==> src/rtl/key_pkg.sv <==
// Shared types and default timing constants for the pushbutton debouncer.
package key_pkg;

   typedef enum logic [1:0] {
      RELEASED    = 2'd0,
      PRESS_CHK   = 2'd1,
      PRESSED     = 2'd2,
      RELEASE_CHK = 2'd3
   } key_state_t;

   localparam int CLK_HZ              = 50_000_000;
   localparam int DEBOUNCE_CYCLES_DEF = CLK_HZ / 50;
   localparam int HOLD_CYCLES_DEF     = CLK_HZ;

   // Counter width able to hold 0..n-1, never narrower than one bit
   function automatic int cnt_width(input int n);
      if (n > 1) begin
         return $clog2(n);
      end else begin
         return 1;
      end
   endfunction

endpackage

==> src/rtl/key_debounce_ch.sv <==
// One debounced key: synchroniser, press/release qualification FSM and hold timer.
module key_debounce_ch
   import key_pkg::*;
#(
   parameter int DEBOUNCE_CYCLES = DEBOUNCE_CYCLES_DEF,
   parameter int HOLD_CYCLES     = HOLD_CYCLES_DEF
) (
   input  logic CLOCK_50,
   input  logic RESET_N,
   input  logic srst,
   input  logic key_raw,
   output logic key_pressed,
   output logic press_pulse,
   output logic release_pulse,
   output logic hold_pulse
);

   localparam int CNT_W  = cnt_width(DEBOUNCE_CYCLES);
   localparam int HOLD_W = cnt_width(HOLD_CYCLES);
   localparam logic [CNT_W-1:0]  CNT_LAST  = CNT_W'(DEBOUNCE_CYCLES - 1);
   localparam logic [HOLD_W-1:0] HOLD_LAST = HOLD_W'(HOLD_CYCLES - 1);

   logic              stage1_r;
   logic              stage2_r;
   logic              sync_pressed_s;
   key_state_t        state_r;
   key_state_t        state_nxt_s;
   logic [CNT_W-1:0]  cnt_r;
   logic [CNT_W-1:0]  cnt_nxt_s;
   logic [HOLD_W-1:0] hold_cnt_r;
   logic [HOLD_W-1:0] hold_cnt_nxt_s;
   logic              hold_done_r;
   logic              hold_done_nxt_s;
   logic              hold_fire_s;
   logic              key_pressed_r;
   logic              press_pulse_r;
   logic              release_pulse_r;
   logic              hold_pulse_r;
   logic              key_pressed_nxt_s;
   logic              press_pulse_nxt_s;
   logic              release_pulse_nxt_s;
   logic              hold_pulse_nxt_s;

   // Two-flop synchroniser, idling at 1 so a reset always restarts from released
   always_ff @(posedge CLOCK_50 or negedge RESET_N) begin
      if (!RESET_N) begin
         stage1_r <= 1'b1;
         stage2_r <= 1'b1;
      end else if (srst) begin
         stage1_r <= 1'b1;
         stage2_r <= 1'b1;
      end else begin
         stage1_r <= key_raw;
         stage2_r <= stage1_r;
      end
   end

   assign sync_pressed_s = ~stage2_r;

   // State register
   always_ff @(posedge CLOCK_50 or negedge RESET_N) begin
      if (!RESET_N) begin
         state_r <= RELEASED;
      end else if (srst) begin
         state_r <= RELEASED;
      end else begin
         state_r <= state_nxt_s;
      end
   end

   // Next-state logic: a change is accepted only after an unbroken run of samples
   always_comb begin
      state_nxt_s = state_r;
      case (state_r)
         RELEASED: begin
            if (sync_pressed_s) begin
               state_nxt_s = PRESS_CHK;
            end else begin
               state_nxt_s = RELEASED;
            end
         end
         PRESS_CHK: begin
            if (!sync_pressed_s) begin
               state_nxt_s = RELEASED;
            end else if (cnt_r == CNT_LAST) begin
               state_nxt_s = PRESSED;
            end else begin
               state_nxt_s = PRESS_CHK;
            end
         end
         PRESSED: begin
            if (!sync_pressed_s) begin
               state_nxt_s = RELEASE_CHK;
            end else begin
               state_nxt_s = PRESSED;
            end
         end
         RELEASE_CHK: begin
            if (sync_pressed_s) begin
               state_nxt_s = PRESSED;
            end else if (cnt_r == CNT_LAST) begin
               state_nxt_s = RELEASED;
            end else begin
               state_nxt_s = RELEASE_CHK;
            end
         end
         default: begin
            state_nxt_s = RELEASED;
         end
      endcase
   end

   // Counter updates; the hold timer only advances while steadily pressed
   always_comb begin
      cnt_nxt_s       = '0;
      hold_cnt_nxt_s  = hold_cnt_r;
      hold_done_nxt_s = hold_done_r;
      hold_fire_s     = 1'b0;
      if (((state_r == PRESS_CHK) || (state_r == RELEASE_CHK)) && (state_nxt_s == state_r)) begin
         cnt_nxt_s = cnt_r + CNT_W'(1);
      end else begin
         cnt_nxt_s = '0;
      end
      if ((state_r == PRESS_CHK) && (state_nxt_s == PRESSED)) begin
         hold_cnt_nxt_s  = '0;
         hold_done_nxt_s = 1'b0;
      end else if ((state_r == PRESSED) && sync_pressed_s) begin
         if (hold_cnt_r < HOLD_LAST) begin
            hold_cnt_nxt_s = hold_cnt_r + HOLD_W'(1);
         end else if (!hold_done_r) begin
            hold_fire_s     = 1'b1;
            hold_done_nxt_s = 1'b1;
         end else begin
            hold_cnt_nxt_s  = hold_cnt_r;
            hold_done_nxt_s = hold_done_r;
         end
      end else begin
         hold_cnt_nxt_s  = hold_cnt_r;
         hold_done_nxt_s = hold_done_r;
      end
   end

   // Counter registers
   always_ff @(posedge CLOCK_50 or negedge RESET_N) begin
      if (!RESET_N) begin
         cnt_r       <= '0;
         hold_cnt_r  <= '0;
         hold_done_r <= 1'b0;
      end else if (srst) begin
         cnt_r       <= '0;
         hold_cnt_r  <= '0;
         hold_done_r <= 1'b0;
      end else begin
         cnt_r       <= cnt_nxt_s;
         hold_cnt_r  <= hold_cnt_nxt_s;
         hold_done_r <= hold_done_nxt_s;
      end
   end

   // Output decode from the transition being taken this cycle
   always_comb begin
      key_pressed_nxt_s   = (state_nxt_s == PRESSED) || (state_nxt_s == RELEASE_CHK);
      press_pulse_nxt_s   = (state_r == PRESS_CHK) && (state_nxt_s == PRESSED);
      release_pulse_nxt_s = (state_r == RELEASE_CHK) && (state_nxt_s == RELEASED);
      hold_pulse_nxt_s    = hold_fire_s;
   end

   // Registered outputs
   always_ff @(posedge CLOCK_50 or negedge RESET_N) begin
      if (!RESET_N) begin
         key_pressed_r   <= 1'b0;
         press_pulse_r   <= 1'b0;
         release_pulse_r <= 1'b0;
         hold_pulse_r    <= 1'b0;
      end else if (srst) begin
         key_pressed_r   <= 1'b0;
         press_pulse_r   <= 1'b0;
         release_pulse_r <= 1'b0;
         hold_pulse_r    <= 1'b0;
      end else begin
         key_pressed_r   <= key_pressed_nxt_s;
         press_pulse_r   <= press_pulse_nxt_s;
         release_pulse_r <= release_pulse_nxt_s;
         hold_pulse_r    <= hold_pulse_nxt_s;
      end
   end

   assign key_pressed   = key_pressed_r;
   assign press_pulse   = press_pulse_r;
   assign release_pulse = release_pulse_r;
   assign hold_pulse    = hold_pulse_r;

endmodule

==> src/rtl/key_debounce.sv <==
// Debounces CHANNELS raw active-low pushbuttons into clean levels and event pulses.
module key_debounce
   import key_pkg::*;
#(
   parameter int CHANNELS        = 4,
   parameter int DEBOUNCE_CYCLES = DEBOUNCE_CYCLES_DEF,
   parameter int HOLD_CYCLES     = HOLD_CYCLES_DEF
) (
   input  logic                CLOCK_50,
   input  logic                RESET_N,
   input  logic [CHANNELS-1:0] KEY,
   output logic [CHANNELS-1:0] KEY_PRESSED,
   output logic [CHANNELS-1:0] PRESS_PULSE,
   output logic [CHANNELS-1:0] RELEASE_PULSE,
   output logic [CHANNELS-1:0] HOLD_PULSE
);

   // No soft-reset source exists at this level; channels only see the pin reset
   logic srst_s;
   assign srst_s = 1'b0;

   for (genvar i = 0; i < CHANNELS; i++) begin : g_ch
      key_debounce_ch #(
         .DEBOUNCE_CYCLES (DEBOUNCE_CYCLES),
         .HOLD_CYCLES     (HOLD_CYCLES)
      ) u_ch (
         .CLOCK_50      (CLOCK_50),
         .RESET_N       (RESET_N),
         .srst          (srst_s),
         .key_raw       (KEY[i]),
         .key_pressed   (KEY_PRESSED[i]),
         .press_pulse   (PRESS_PULSE[i]),
         .release_pulse (RELEASE_PULSE[i]),
         .hold_pulse    (HOLD_PULSE[i])
      );
   end

endmodule

==> config.mk <==
export PLATFORM = sky130hd
export DESIGN_NAME = key_debounce
export DESIGN_NICKNAME = d
export VERILOG_FILES = /design/src/rtl/key_pkg.sv /design/src/rtl/key_debounce_ch.sv /design/src/rtl/key_debounce.sv
export SDC_FILE = /design/constraint.sdc
export NUM_CORES = 1
export LEC_CHECK = 0
export CORE_MARGIN = 2
export CORE_UTILIZATION = 50
export CTS_CLUSTER_DIAMETER = 80
export DETAILED_ROUTE_END_ITERATION = 7
export DONT_BUFFER_PORTS = 1
export GPL_TIMING_DRIVEN = 0
export PLACE_DENSITY = 0.67
export SYNTH_ARGS = -nofsm -noshare
export SYNTH_HDL_FRONTEND = slang
export SYNTH_HIERARCHICAL = 1
export SYNTH_SLANG_ARGS = --single-unit
==> constraint.sdc <==
create_clock -name CLOCK_50 -period 4 [get_ports CLOCK_50]
set_clock_uncertainty 0.15 [all_clocks]
set_input_delay 0.8 -clock CLOCK_50 [delete_from_list [all_inputs] [get_ports CLOCK_50]]
set_output_delay 0.8 -clock CLOCK_50 [all_outputs]
set_load 0.1 [all_outputs]
==> flow_metrics.env <==
export IMPL_number_of_i_o_port_buffers=0
export IMPL_finalNetCount=1250
export IMPL_drt_pass1_iter_count=5
export IMPL_drt_total_wl_microns=21600
export IMPL_worst_r2r_path_depth=7
export IMPL_worst_setup_path_end_kind="register"
export IMPL_rrSetupSlack_ns=1.49
export IMPL_route_antenna_remaining_nets=0
export IMPL_finalCoreUtilization_pct=57.5
export IMPL_final_setup_viol_count=0
export IMPL_floorplan_initialDensity_pct=51.3
export IMPL_proportion_of_power_drawn_by_flip_flops_and_latches_pct=47.4
export IMPL_detailroute_wirelength_met3_microns=644
export IMPL_design_portCount=22
export IMPL_dominant_delay_contributor_by_cell_family_on_the_critical_path="buffers and inverters"
export IMPL_synth_edff_count=0
export IMPL_hold_class="input pin to async pin"
export IMPL_num_rows=54
export IMPL_grt_pass1_wl_microns=37900
export IMPL_all_layer_gr_usage_pct=18.5
export IMPL_internal_power_uw=3800
export IMPL_syn_area_sq_mm=0.0113
export IMPL_ys_warn_count=6
export IMPL_route_detailed_vias_per_inst=5.42
export IMPL_grt_start_max_net_pins=221
export IMPL_highest_signal_layer="met4"
export IMPL_cts_htree_levels=1
export IMPL_cts_path_max_buffers=3
export IMPL_syn_inst=1179
export IMPL_crit_type="register to register"
export IMPL_worst_ir_drop_vdd_v=0.000340
export IMPL_yosys_most_used_dff="sky130_fd_sc_hd__dfrtp_1"
export IMPL_layout_cells_most_common="sky130_fd_sc_hd__dfrtp_1"
export IMPL_dpl_hpwl_microns=14000
export IMPL_clk_network_pwr_share_pct=51.7
export IMPL_r2r_start="g_ch[3].u_ch/cnt_r[0]"
export IMPL_pwr_share_comb_pct=0.9
export IMPL_dr_wl_met2_microns=9990
export IMPL_via_count=8310
export IMPL_fin_crit_sh_pct=62.7
export IMPL_area_growth_pct=12.1
export IMPL_ys_seq_area_share_pct=48.8
export IMPL_postCtsResizedCells=0
export IMPL_route_detailed_wl_per_inst_microns=14.0
export IMPL_tritoncts="yes"
export IMPL_chipHeight_microns=154
export IMPL_switchingPower_uw=921
export IMPL_share_of_layout_cells_above_drive_strength_1_pct=11.5
export IMPL_violated_checks="hold timing"
export IMPL_layout_common_cells="sky130_fd_sc_hd__dfrtp_1 (212), sky130_fd_sc_hd__nor2_1 (188), sky130_fd_sc_hd__xor2_1 (107)"
export IMPL_synth_async_reset_ratio_pct=100
export IMPL_timing_max_cap_violations=0
export IMPL_routed_metal_1_wire_length_microns=10600
export IMPL_max_clk_rate_mhz=399
export IMPL_drt_iter0_markers=421
export IMPL_whs_ns=-0.162
export IMPL_timing_critical_path_slowest_stage_cell="sky130_fd_sc_hd__o21bai_2"
export IMPL_clk_latency_ns=0.51
export IMPL_avgSynthCellArea_sq_um=9.58
export IMPL_place_detailed_instances=1490
export IMPL_status="finished, violations left"
export IMPL_hold_viol_final=212
export IMPL_worstPathCellList="ha_1, and3_1, clkbuf_1, nand4_1, o21bai_2, buf_2, a21oi_1"
export IMPL_max_slew_margin_pct=41.7
export IMPL_cts_sink_count=220
export IMPL_grt_remaining_overflow=0
export IMPL_cp_data_arrival_time_ns=2.75
export IMPL_critical_path_n_buffers_inverters=2
export IMPL_numCtsBuffers=24
export IMPL_net_sw_share_pct=19.5
export IMPL_finalMaxSlewViolations=0
export IMPL_fin_crit_ns=2.51
export IMPL_antenna_cells=0
export IMPL_timing_worst_slew_pin_value_ns=0.875
export IMPL_floorplan_core_area_sq_mm=0.0220
export IMPL_cp_required_ns=4.24
export IMPL_grt_setup_unrepaired="no"
export IMPL_startpoint_type="register"
export IMPL_critPathMaxFanout=10
export IMPL_clockRootBuffer="sky130_fd_sc_hd__clkbuf_16"
export IMPL_setup_tns_ns=0
export IMPL_vias_in_the_first_global_route=8050
export IMPL_critical_path_reg2reg_endpoint="g_ch[3].u_ch/hold_cnt_r[10]"
export IMPL_synth_ff_latch_count=220
export IMPL_post_route_drc_count=0
export IMPL_power_density_mw_per_mm2=373
export IMPL_path_clk_slew_ns=0.06
export IMPL_final_cell_count_no_fill=1534
export IMPL_postCtsSetupBuffers=0
export IMPL_die_w_microns=154
export IMPL_gp_congestion=0.823
export IMPL_unique_cell_type_count_in_the_yosys_netlist=56
export IMPL_cp_slowest_stage_delay_ns=0.43
export IMPL_number_of_antenna_violations_at_the_first_check_in_global_routing=0
export IMPL_cellLeakagePower_uw=0.00520
export IMPL_design_die_area_sq_mm=0.0238
synth_stat cells (4+ instances only):
master / n / area share [%]
sky130_fd_sc_hd__dfrtp_1: 212 / 47
sky130_fd_sc_hd__nor2_1: 188 / 6.3
sky130_fd_sc_hd__xor2_1: 107 / 8.3
sky130_fd_sc_hd__nand3_1: 105 / 4.7
sky130_fd_sc_hd__nand2_1: 81 / 2.7
sky130_fd_sc_hd__a21oi_1: 51 / 2.3
sky130_fd_sc_hd__nand4_1: 47 / 2.6
sky130_fd_sc_hd__nor3_1: 38 / 1.7
sky130_fd_sc_hd__o21ai_0: 37 / 1.6
sky130_fd_sc_hd__or3_1: 35 / 1.9
sky130_fd_sc_hd__and3_1: 33 / 1.8
sky130_fd_sc_hd__xnor2_1: 28 / 2.2
sky130_fd_sc_hd__clkbuf_1: 20 / 0.66
sky130_fd_sc_hd__and2_1: 19 / 1.1
sky130_fd_sc_hd__buf_2: 15 / 0.66
sky130_fd_sc_hd__inv_1: 15 / 0.50
sky130_fd_sc_hd__or2_2: 12 / 0.66
sky130_fd_sc_hd__dfstp_2: 8 / 1.9
sky130_fd_sc_hd__ha_1: 8 / 0.89
sky130_fd_sc_hd__nand4b_1: 8 / 0.62
sky130_fd_sc_hd__and4_1: 7 / 0.54
sky130_fd_sc_hd__buf_6: 7 / 0.70
sky130_fd_sc_hd__and3_2: 6 / 0.40
sky130_fd_sc_hd__nor2_2: 6 / 0.33
sky130_fd_sc_hd__nor4_1: 6 / 0.33
sky130_fd_sc_hd__or4_4: 5 / 0.50
sky130_fd_sc_hd__a2111oi_0: 4 / 0.31
sky130_fd_sc_hd__a211oi_1: 4 / 0.27
sky130_fd_sc_hd__nand4bb_1: 4 / 0.40
sky130_fd_sc_hd__nor3b_2: 4 / 0.44
sky130_fd_sc_hd__nor4_2: 4 / 0.44
sky130_fd_sc_hd__o21bai_2: 4 / 0.40
sky130_fd_sc_hd__or2_1: 4 / 0.22
power groups by stage:
| stage | logic [uW] | clock network [uW] | registers [uW] |
|---|---|---|---|
| floorplan | 32.3 | 0 | 2280 |
| global placement | 41.8 | 0 | 2280 |
| detailed placement | 42.1 | 0 | 2280 |
| CTS | 42.3 | 2520 | 2240 |
| global route | 47.8 | 2600 | 2240 |
| finish | 41.9 | 2440 | 2240 |
registers in the layout, summed over array words and instances, names as in the netlist:
| name | flops |
|---|---|
| g_ch.u_ch/stage1_r | 4 |
| g_ch.u_ch/release_pulse | 4 |
| g_ch.u_ch/press_pulse | 4 |
| g_ch.u_ch/hold_done_r | 4 |
| g_ch.u_ch/state_r | 8 |
| g_ch.u_ch/hold_pulse | 4 |
| g_ch.u_ch/cnt_r | 80 |
| g_ch.u_ch/stage2_r | 4 |
| g_ch.u_ch/key_pressed | 4 |
| g_ch.u_ch/hold_cnt_r | 104 |
how the worst max path moves through the flow:
stage,from,endpoint,depth (start not counted)
after floorplan,g_ch[3].u_ch/hold_cnt_r[0],g_ch[3].u_ch/hold_cnt_r[13],7
after global placement,g_ch[3].u_ch/cnt_r[0],g_ch[3].u_ch/hold_cnt_r[14],7
after detailed placement,g_ch[3].u_ch/cnt_r[0],g_ch[3].u_ch/hold_cnt_r[11],7
after CTS,g_ch[3].u_ch/cnt_r[0],g_ch[3].u_ch/hold_cnt_r[14],7
after global routing,g_ch[3].u_ch/cnt_r[0],g_ch[3].u_ch/hold_cnt_r[12],7
final,g_ch[3].u_ch/cnt_r[0],g_ch[3].u_ch/hold_cnt_r[10],7
metal layers:
layer | GRT usage (%) | vias up
li1 | - | 4185
met1 | 25.9 | 3998
met2 | 30.9 | 99
met3 | 2.49 | 28
met4 | 4.32 | 0
met5 | 0 | -
cells by family after synthesis:
logic type	after synthesis	synth area share [%]
compound gates	113	6.35
xor+xnor	135	10.5
fa+ha+maj	8	0.887
buf+inv	61	2.69
flops	220	48.8
mux	4	0.488
other cells	1	0.0332
simple gates	637	30.2
final cells by class:
cell class / instances / area, sq um
fill: 1901 / 9370
multi-input combinational: 929 / 5590
sequential: 220 / 5520
clock buffer: 31 / 698
tap: 280 / 350
buffer: 43 / 236
clock inverter: 13 / 200
inverter: 18 / 67.6
stage by stage:
stage | power [uW] | area (sq um) | setup WS (ns)
2_1_floorplan | 2310 | 11400 | 1.80
3_3_place_gp | 2320 | 11800 | 1.52
3_5_place_dp | 2320 | 11800 | 1.48
4_1_cts | 4800 | 12700 | 1.48
5_1_grt | 4880 | 12700 | 1.24
6_report | 4720 | 12700 | 1.49
Note: power is estimated with default switching activity, not from simulation.
